--- src/rtl/vga_timing_gen_pkg.sv ---
// vga_pkg: default 640x480@60 raster timing and the shared screen-coordinate type.
// Renderers import this package to get the screen bounds.
package vga_pkg;

  typedef logic [9:0] coord_t;

  // Largest total (line length or frame height) that a 10-bit coordinate can hold.
  localparam int unsigned COORD_MAX_TOTAL = 1023;

  localparam int unsigned H_ACTIVE_DEF = 640;
  localparam int unsigned H_FP_DEF     = 16;
  localparam int unsigned H_SYNC_DEF   = 96;
  localparam int unsigned H_BP_DEF     = 48;
  localparam int unsigned H_TOTAL_DEF  = H_ACTIVE_DEF + H_FP_DEF + H_SYNC_DEF + H_BP_DEF;

  localparam int unsigned V_ACTIVE_DEF = 480;
  localparam int unsigned V_FP_DEF     = 10;
  localparam int unsigned V_SYNC_DEF   = 2;
  localparam int unsigned V_BP_DEF     = 33;
  localparam int unsigned V_TOTAL_DEF  = V_ACTIVE_DEF + V_FP_DEF + V_SYNC_DEF + V_BP_DEF;

  localparam coord_t SCREEN_W = coord_t'(H_ACTIVE_DEF);
  localparam coord_t SCREEN_H = coord_t'(V_ACTIVE_DEF);

endpackage

--- src/rtl/vga_timing_gen_if.sv ---
// Raster/sync bundle from the timing generator to downstream renderers.
// frame_cnt is present only when VGA_FRAME_CNT_EN is defined.
interface vga_timing_gen_if;

  vga_pkg::coord_t DrawX;
  vga_pkg::coord_t DrawY;
  logic            blank;
  logic            hs;
  logic            vs;
  logic            frame_end;
`ifdef VGA_FRAME_CNT_EN
  logic [15:0]     frame_cnt;
`endif

  modport master (
    output DrawX, DrawY, blank, hs, vs, frame_end
`ifdef VGA_FRAME_CNT_EN
    , output frame_cnt
`endif
  );

  modport slave (
    input DrawX, DrawY, blank, hs, vs, frame_end
`ifdef VGA_FRAME_CNT_EN
    , input frame_cnt
`endif
  );

endinterface

--- src/rtl/vga_timing_gen_sync_delay.sv ---
// sync_delay_line: DEPTH-stage shift register that resets to all ones.
// DEPTH=0 is a wire from d to q.
module sync_delay_line #(
  parameter int unsigned DEPTH = 2
) (
  input  logic clk,
  input  logic rst_n,
  input  logic d,
  output logic q
);

  if (DEPTH == 0) begin : g_bypass
    assign q = d;
  end else begin : g_shift
    logic [DEPTH-1:0] sr_q;
    logic [DEPTH-1:0] sr_d;

    // Shift one stage toward the output each cycle.
    always_comb begin
      sr_d    = sr_q;
      sr_d[0] = d;
      for (int unsigned i = 1; i < DEPTH; i++) begin
        sr_d[i] = sr_q[i-1];
      end
    end

    // Stage registers; reset to the inactive (high) sync level.
    always_ff @(posedge clk or negedge rst_n) begin
      if (!rst_n) sr_q <= '1;
      else        sr_q <= sr_d;
    end

    assign q = sr_q[DEPTH-1];
  end

endmodule

--- src/rtl/vga_timing_gen.sv ---
// vga_timing_gen: raster counters, blanking, frame strobe and delayed syncs.
// Optional frame counter is enabled with the VGA_FRAME_CNT_EN macro.
module vga_timing_gen
  import vga_pkg::*;
#(
  parameter int unsigned H_ACTIVE   = H_ACTIVE_DEF,
  parameter int unsigned H_FP       = H_FP_DEF,
  parameter int unsigned H_SYNC     = H_SYNC_DEF,
  parameter int unsigned H_BP       = H_BP_DEF,
  parameter int unsigned V_ACTIVE   = V_ACTIVE_DEF,
  parameter int unsigned V_FP       = V_FP_DEF,
  parameter int unsigned V_SYNC     = V_SYNC_DEF,
  parameter int unsigned V_BP       = V_BP_DEF,
  parameter int unsigned SYNC_DELAY = 2
) (
  input  logic              vga_clk,
  input  logic              reset_n,
  vga_timing_gen_if.master  vid
);

  localparam int unsigned H_TOTAL = H_ACTIVE + H_FP + H_SYNC + H_BP;
  localparam int unsigned V_TOTAL = V_ACTIVE + V_FP + V_SYNC + V_BP;

  if (H_TOTAL > COORD_MAX_TOTAL || V_TOTAL > COORD_MAX_TOTAL) begin : g_bad_total
    $error("vga_timing_gen: line or frame total does not fit a 10-bit counter");
  end
  if (SYNC_DELAY > 7) begin : g_bad_delay
    $error("vga_timing_gen: SYNC_DELAY must be 0..7");
  end

  localparam coord_t H_LAST     = coord_t'(H_TOTAL - 1);
  localparam coord_t V_LAST     = coord_t'(V_TOTAL - 1);
  localparam coord_t H_ACT      = coord_t'(H_ACTIVE);
  localparam coord_t V_ACT      = coord_t'(V_ACTIVE);
  localparam coord_t H_ACT_LAST = coord_t'(H_ACTIVE - 1);
  localparam coord_t V_ACT_LAST = coord_t'(V_ACTIVE - 1);
  localparam coord_t HS_FIRST   = coord_t'(H_ACTIVE + H_FP);
  localparam coord_t HS_LAST    = coord_t'(H_ACTIVE + H_FP + H_SYNC - 1);
  localparam coord_t VS_FIRST   = coord_t'(V_ACTIVE + V_FP);
  localparam coord_t VS_LAST    = coord_t'(V_ACTIVE + V_FP + V_SYNC - 1);

  coord_t x_q, x_d;
  coord_t y_q, y_d;
  logic   blank_q, blank_d;
  logic   hsync_q, hsync_d;
  logic   vsync_q, vsync_d;
  logic   frame_end_q, frame_end_d;
  logic   hs_dly, vs_dly;

  // Next raster position, and status decoded from that next position so the
  // registered flags line up with the registered counters.
  always_comb begin
    x_d = x_q + 10'd1;
    y_d = y_q;
    if (x_q == H_LAST) begin
      x_d = '0;
      y_d = (y_q == V_LAST) ? '0 : y_q + 10'd1;
    end
    blank_d     = (x_d < H_ACT) && (y_d < V_ACT);
    hsync_d     = !((x_d >= HS_FIRST) && (x_d <= HS_LAST));
    vsync_d     = !((y_d >= VS_FIRST) && (y_d <= VS_LAST));
    frame_end_d = (x_d == H_ACT_LAST) && (y_d == V_ACT_LAST);
  end

  // Counter and status registers.
  always_ff @(posedge vga_clk or negedge reset_n) begin
    if (!reset_n) begin
      x_q         <= '0;
      y_q         <= '0;
      blank_q     <= 1'b0;
      hsync_q     <= 1'b1;
      vsync_q     <= 1'b1;
      frame_end_q <= 1'b0;
    end else begin
      x_q         <= x_d;
      y_q         <= y_d;
      blank_q     <= blank_d;
      hsync_q     <= hsync_d;
      vsync_q     <= vsync_d;
      frame_end_q <= frame_end_d;
    end
  end

  sync_delay_line #(.DEPTH(SYNC_DELAY)) u_hs_dly (
    .clk   (vga_clk),
    .rst_n (reset_n),
    .d     (hsync_q),
    .q     (hs_dly)
  );

  sync_delay_line #(.DEPTH(SYNC_DELAY)) u_vs_dly (
    .clk   (vga_clk),
    .rst_n (reset_n),
    .d     (vsync_q),
    .q     (vs_dly)
  );

`ifdef VGA_FRAME_CNT_EN
  logic [15:0] frame_cnt_q, frame_cnt_d;

  // Count completed frames; steps on the edge following the frame_end cycle.
  always_comb begin
    frame_cnt_d = frame_cnt_q;
    if (frame_end_q) frame_cnt_d = frame_cnt_q + 16'd1;
  end

  // Frame counter register.
  always_ff @(posedge vga_clk or negedge reset_n) begin
    if (!reset_n) frame_cnt_q <= '0;
    else          frame_cnt_q <= frame_cnt_d;
  end

  assign vid.frame_cnt = frame_cnt_q;
`endif

  assign vid.DrawX     = x_q;
  assign vid.DrawY     = y_q;
  assign vid.blank     = blank_q;
  assign vid.hs        = hs_dly;
  assign vid.vs        = vs_dly;
  assign vid.frame_end = frame_end_q;

endmodule

--- src/flat_wrapper.sv ---
// flat-port wrapper written by rule: the top's interface ports become plain ports
module vga_timing_gen_flat import vga_pkg::*;
#(
  parameter int unsigned H_ACTIVE   = H_ACTIVE_DEF,
  parameter int unsigned H_FP       = H_FP_DEF,
  parameter int unsigned H_SYNC     = H_SYNC_DEF,
  parameter int unsigned H_BP       = H_BP_DEF,
  parameter int unsigned V_ACTIVE   = V_ACTIVE_DEF,
  parameter int unsigned V_FP       = V_FP_DEF,
  parameter int unsigned V_SYNC     = V_SYNC_DEF,
  parameter int unsigned V_BP       = V_BP_DEF,
  parameter int unsigned SYNC_DELAY = 2
)
  (vga_clk, reset_n, vid_DrawX, vid_DrawY, vid_blank, vid_hs, vid_vs, vid_frame_end);
  vga_timing_gen_if vid_i ();
  input  logic vga_clk;
  input  logic reset_n;
  output wire logic [$bits(vid_i.DrawX)-1:0] vid_DrawX;
  output wire logic [$bits(vid_i.DrawY)-1:0] vid_DrawY;
  output wire logic [$bits(vid_i.blank)-1:0] vid_blank;
  output wire logic [$bits(vid_i.hs)-1:0] vid_hs;
  output wire logic [$bits(vid_i.vs)-1:0] vid_vs;
  output wire logic [$bits(vid_i.frame_end)-1:0] vid_frame_end;
  assign vid_DrawX = vid_i.DrawX;
  assign vid_DrawY = vid_i.DrawY;
  assign vid_blank = vid_i.blank;
  assign vid_hs = vid_i.hs;
  assign vid_vs = vid_i.vs;
  assign vid_frame_end = vid_i.frame_end;
  vga_timing_gen #(.H_ACTIVE(H_ACTIVE), .H_FP(H_FP), .H_SYNC(H_SYNC), .H_BP(H_BP), .V_ACTIVE(V_ACTIVE), .V_FP(V_FP), .V_SYNC(V_SYNC), .V_BP(V_BP), .SYNC_DELAY(SYNC_DELAY)) u_core (.vga_clk(vga_clk), .reset_n(reset_n), .vid(vid_i));
endmodule
--- config.mk ---
export PLATFORM = sky130hd
export DESIGN_NAME = vga_timing_gen_flat
export DESIGN_NICKNAME = d
export VERILOG_FILES = /design/src/rtl/vga_timing_gen_pkg.sv /design/src/rtl/vga_timing_gen_if.sv /design/src/rtl/vga_timing_gen_sync_delay.sv /design/src/rtl/vga_timing_gen.sv /design/src/flat_wrapper.sv
export SDC_FILE = /design/constraint.sdc
export NUM_CORES = 1
export LEC_CHECK = 0
export BUFFER_PORTS_ARGS = -buffer_cell sky130_fd_sc_hd__buf_4
export CAP_MARGIN = 20
export CORE_ASPECT_RATIO = 0.9
export CORE_MARGIN = 2
export CORE_UTILIZATION = 35
export DETAILED_ROUTE_END_ITERATION = 6
export MAX_ROUTING_LAYER = met4
export PLACE_DENSITY_LB_ADDON = 0.2
export SETUP_SLACK_MARGIN = 0.5
export SLEW_MARGIN = 20
export SYNTH_ARGS = -nofsm -noshare
export SYNTH_HDL_FRONTEND = slang
export SYNTH_SLANG_ARGS = --single-unit
--- constraint.sdc ---
create_clock -name vga_clk -period 4.21 [get_ports vga_clk]
set_input_delay 0.6315 -clock vga_clk [delete_from_list [all_inputs] [get_ports vga_clk]]
set_output_delay 0.6315 -clock vga_clk [all_outputs]
set_load 0.005 [all_outputs]
* Word level (Yosys, flattened, before mapping)
Cells that the tools add are included.
** Operators by class
- Add/sub/neg operators :: 2
- Equality and inequality tests :: 4
- Reduce and logical (&&, ||, !) cells :: 6
- Muxes and demuxes :: 3
- Order comparisons :: 6
** Operators with widths (count)
- $eq 10x10->1 const B :: 3
- $mux 10 :: 3
- $add 10x1->10 const B :: 2
- $eq 10x9->1 const B :: 1
- $ge 10x10->1 const B :: 1
- $ge 10x9->1 const B :: 1
- $le 10x10->1 const B :: 1
- $le 10x9->1 const B :: 1
- $lt 10x10->1 const B :: 1
- $lt 10x9->1 const B :: 1
- $logic_and 1x1->1 :: 4
- $logic_not 1->1 :: 2
** Storage, ports and cells
- Register bits after elaboration :: 28
- Logic and storage cells :: 29

* Logic depth before layout (Yosys ltp)
- Depth after elaboration :: 6
- Depth in mapped cells :: 8
- Mapped depth without buffers :: 7

* Cells and area by module
From an unflattened synthesis, not the netlist that was laid out.
** Unflattened totals
- Cell total of the unflattened synthesis :: 165
- Area, all modules :: 1586.5 um^2
** Modules (own cells, without submodules)
- vga_timing_gen :: cells each 161, area an instance 1481.4 um^2, instances 1
- sync_delay_line :: cells each 2, area an instance 52.6 um^2, instances 2

* Least setup slack after synthesis
No wires, ideal clock.
- Path kind :: register to register
- Start point :: register u_core.x_q[5] (netlist: u_core.vid.DrawX[5])
- End point :: register u_core.vsync_q
- Slack :: 1.807 ns
- Arrival :: 2.309 ns
- Stages on the path, launching flop included :: 9
- Clock period less this slack :: 2.403 ns
- Cells stage by stage :: dfrtp_1 -> buf_6 -> or3_4 -> or3_1 -> buf_6 -> nor3_2 -> xnor2_1 -> nand4_1 -> or4_1
** On the way
- Word-level cells in the longest chain between the ends :: 5
- Elaborated cells on any way between the ends :: 6
- Classes of those cells :: order compare (2); eq/ne (1); mux (1); reduce/logical (2)
** Ends and longest elaborated chain
- from (decl) :: RTL line vga_timing_gen.sv:42 : coord_t x_q, x_d;
- from (signal assigned) :: RTL line vga_timing_gen.sv:68 : x_q <= '0;
- from (signal assigned) :: RTL line vga_timing_gen.sv:75 : x_q <= x_d;
- $eq 10x10->1 (*) :: RTL line vga_timing_gen.sv:55 : if (x_q == H_LAST) begin
- $mux 10 (*) :: RTL line vga_timing_gen.sv:55
- named net u_core.y_d[7] :: RTL line vga_timing_gen.sv:43 : coord_t y_q, y_d;
- $ge 10x9->1 / $le 10x9->1 (equally long branches) :: RTL line vga_timing_gen.sv:61 : vsync_d = !((y_d >= VS_FIRST) && (y_d <= VS_LAST));
- $logic_and 1x1->1 (*) :: RTL line vga_timing_gen.sv:61
- $logic_not 1->1 (*) :: RTL line vga_timing_gen.sv:61
- named net u_core.vsync_d :: RTL line vga_timing_gen.sv:46 : logic vsync_q, vsync_d;
- to (signal assigned) :: RTL line vga_timing_gen.sv:79 : vsync_q <= vsync_d;
- to (decl) :: RTL line vga_timing_gen.sv:46
The timed path passes the listed nets; every way through them passes the cells marked *.

* Worst setup path after layout
- Start point :: register u_core.x_q[0] (netlist: u_core.vid.DrawX[0])
- End point :: register u_core.vsync_q
** On the way
- Word-level cells in the longest chain between the ends :: 5
- Elaborated cells on any way between the ends :: 6
- Classes of those cells :: order compare (2); eq/ne (1); mux (1); reduce/logical (2)
** Ends and longest elaborated chain (RTL line)
- $eq 10x10->1 (*) :: vga_timing_gen.sv:55
- $mux 10 (*) :: vga_timing_gen.sv:55
- $ge 10x9->1 / $le 10x9->1 (equally long branches) :: vga_timing_gen.sv:61
- $logic_and 1x1->1 (*) :: vga_timing_gen.sv:61
- $logic_not 1->1 (*) :: vga_timing_gen.sv:61
- named net u_core.vsync_d :: vga_timing_gen.sv:46
Marks and branches as above.

==> results by group <==
Critical path
  – Kind of critical path: register to register
  – Crit-path most repeated cell: nand4_1
  – Buf/Inv on CP: 1
  – CP Launch Type: register
  – Required @ worst endpoint: 4400 ps
  – Crit-path leading delay family: simple AND/OR/NAND/NOR gates
  – Critical Path Fanout Max: 11
  – Slowest CP cell: nor3_1
  – Crit. End Element: register
  – Largest stage delay on the critical path: 620 ps
  – Critical-path cell list: ha_1, nand4_1, nor3_1, buf_4, nand4b_1, o21ai_0, nand4_1, or4_1
  – Arrival @ worst endpoint: 3030 ps

Synth
  – EDFF count, synth: 0
  – Most frequent cell after synthesis: dfrtp_1
  – Register area share after synthesis: 43.84%
  – Area contributors post-synth: dfrtp_1 (34%), dfstp_2 (9.8%), nand2_1 (4.2%)
  – Post-Syn Area per Cell: 9.230 um2
  – Synth cell count leaders: dfrtp_1 (22), nand2_1 (18), inv_1 (13)
  – Net Count, Synth: 181
  – Synth warn: 0
  – Number of synthesized register bits: 28
  – Mapped Area: 1615 um2
  – Yosys top cell by area: dfrtp_1
  – Yosys top cell area share: 34.08%
  – Top_reg_cell synth: dfrtp_1
  – Cell count after synthesis: 175
  – Async set-or-reset flop fraction in the synthesized netlist: 100.0%
  – Distinct cells, synth: 44

Timing
  – RSZ-0062 raised after global routing: false
  – Setup violators final: 0
  – Worst hold slack: 260.0 ps
  – Setup TNS: 0 ps
  – Final hold vios: 0
  – Slew HR: 51.04%
  – Final min period: 2837 ps
  – Fmax: 0.3525 GHz
  – Final Cycle Share: 67.39%
  – Final Worst Setup Slack: 1373 ps
  – Actual slew at the worst max-slew pin: 728.8 ps
  – Final Max Slew Viols: 0
  – Clk_skew: 2.364 ps

GRT
  – Largest net degree at the start of global routing: 29
  – GRT Util Overall: 15.95%
  – First-pass GRT wire length: 5975 um
  – Initial antenna violation count: 0
  – Vias in the first global route: 1,221
  – GRT overflow: 0

Floorplanning
  – Chip height: 68.45 um
  – Die Width: 75.61 um
  – CORE AREA: 4461 um2
  – Starting density of the core: 36.21%
  – Num rows: 23
  – Full die area: 5176 um2
  – I/O pins: 26

Place
  – Placed cells: 252
  – HPWL after DPL: 2697 um
  – IO Port Bufs: 25
  – Routability congestion estimate: 0.9953
  – Placed instance area: 1829 um2
  – Dpl ws: 1447 ps

Power and ir drop
  – P_leak: 0.8039 nW
  – Overall power: 484.2 uW
  – Peak supply drop: 0.0001351 V
  – PwrDens: 254.7 nW/um2

Route
  – Initial drt markers: 62
  – Residual DRC: 0
  – Antenna viol nets, final: 0
  – Final wirelength: 3712 um
  – Detailed Routing Iterations Pass 1: 4
  – Vias/cell: 5.195
  – Routed len/inst: 14.50 um
  – Vias: 1,330

Clocking
  – Clk buf depth: 2
  – Hold buffers post-CTS: 0
  – Setup bufs post-CTS: 0
  – Sink Count: 28
  – Post-cts gate resize count: 0
  – Clock root buffer: clkbuf_8
  – CTS HTree Levels: 1
  – Clock Latency Late Sink: 270 ps
  – CTS clock-pin slew for the worst setup and hold paths: 90 ps
  – CTS tree: yes
  – Num CTS Buffers: 3

Final layout
  – N_diodes: 0
  – Share of cells above drive strength 1: 21.65%
  – Register area: 708.2 um2
  – Fin nets: 201
  – Post-route cell area: 1901 um2
  – Area occupied by multi-input gates: 799.5 um2
  – Non-Filler Instances: 256
  – Area grow syn2layout: 17.66%
  – # fillers: 439
  – Final Core Density: 42.61%

Run
  – Max_cap viols: 0

Run status
  – Status: finished clean

Hold path
  – Hold Crit Class: input pin to asynchronous set/reset pin
registers in the layout, indices dropped and copies added, names as in the netlist:
register	count
u_core.vid.frame_end	1
u_core.vid.DrawX	10
u_core.vid.DrawY	10
u_core.u_hs_dly.g_shift.sr_q	2
u_core.hsync_q	1
u_core.vid.blank	1
u_core.vsync_q	1
u_core.u_vs_dly.g_shift.sr_q	2
per-layer routing:
metal,GRT usage (%),wire [um],vias up
li1,-,-,656
met1,22.29,1825,626
met2,22.93,1648,44
met3,3.976,202,4
met4,4.386,36,0
met5,-,0,-
final cells by class:
cell class,instances,area share [%]
timing repair buffer,26,10.27
clock inverter,1,1.580
sequential,28,37.26
multi-input combinational,123,42.07
clock buffer,3,2.172
tap,62,4.082
inverter,13,2.567
report_power, final:
group          internal [mW]  switching, mW  total (mW)  leakage (nW)
registers              0.269              0       0.269         0.351
logic               0.000631        0.00495     0.00558         0.417
clock network          0.127         0.0823       0.210        0.0357
total                  0.397         0.0873       0.484         0.804
cell families (layout without fill, tap and decap cells):
family	count (synthesis)	after routing	share of synthesized area, %
AND/OR/NAND/NOR	76	76	26.57
AO/OA/AOI/OAI	29	29	11.62
flip-flops	28	28	43.84
buffers and inverters	24	43	6.661
XOR/XNOR	13	13	7.514
adder cells (fa/ha/maj)	4	4	3.098
multiplexers	1	1	0.6971
cell usage in the layout, fill, tap and decap left out, drive strengths merged, types with 2 or more instances in the layout:
cell type | synthesis | layout
and3 | 3 | 3
clkbuf | 8 | 3
o22ai | 2 | 2
nor2 | 10 | 10
inv | 13 | 13
nand2 | 18 | 18
or4 | 2 | 2
a21o | 4 | 4
nor3 | 10 | 10
dfstp | 6 | 6
o21ai | 9 | 9
a21oi | 3 | 3
xnor2 | 8 | 8
a21boi | 2 | 2
nand4 | 8 | 8
dfrtp | 22 | 22
xor2 | 5 | 5
buf | 3 | 26
nor4b | 3 | 3
ha | 4 | 4
nand3 | 8 | 8
nor4 | 2 | 2
nand4b | 2 | 2
or3 | 2 | 2
nand2b | 2 | 2
o31ai | 4 | 4
and4 | 2 | 2
final timing paths:
kind,start,endpoint,slack (ps),depth (start not counted)
max reg2reg,u_core.vid.DrawX[0],u_core.vsync_q,1370,8
min reg2reg,u_core.vsync_q,u_core.u_vs_dly.g_shift.sr_q[0],360,0
max in group asynchronous,reset_n,u_core.vsync_q,3650,1
min in group vga_clk,u_core.vsync_q,u_core.u_vs_dly.g_shift.sr_q[0],360,0
max,u_core.vid.DrawX[0],u_core.vsync_q,1370,8
min,reset_n,u_core.vid.DrawX[5],260,1
(Power assumes the default switching activity.)
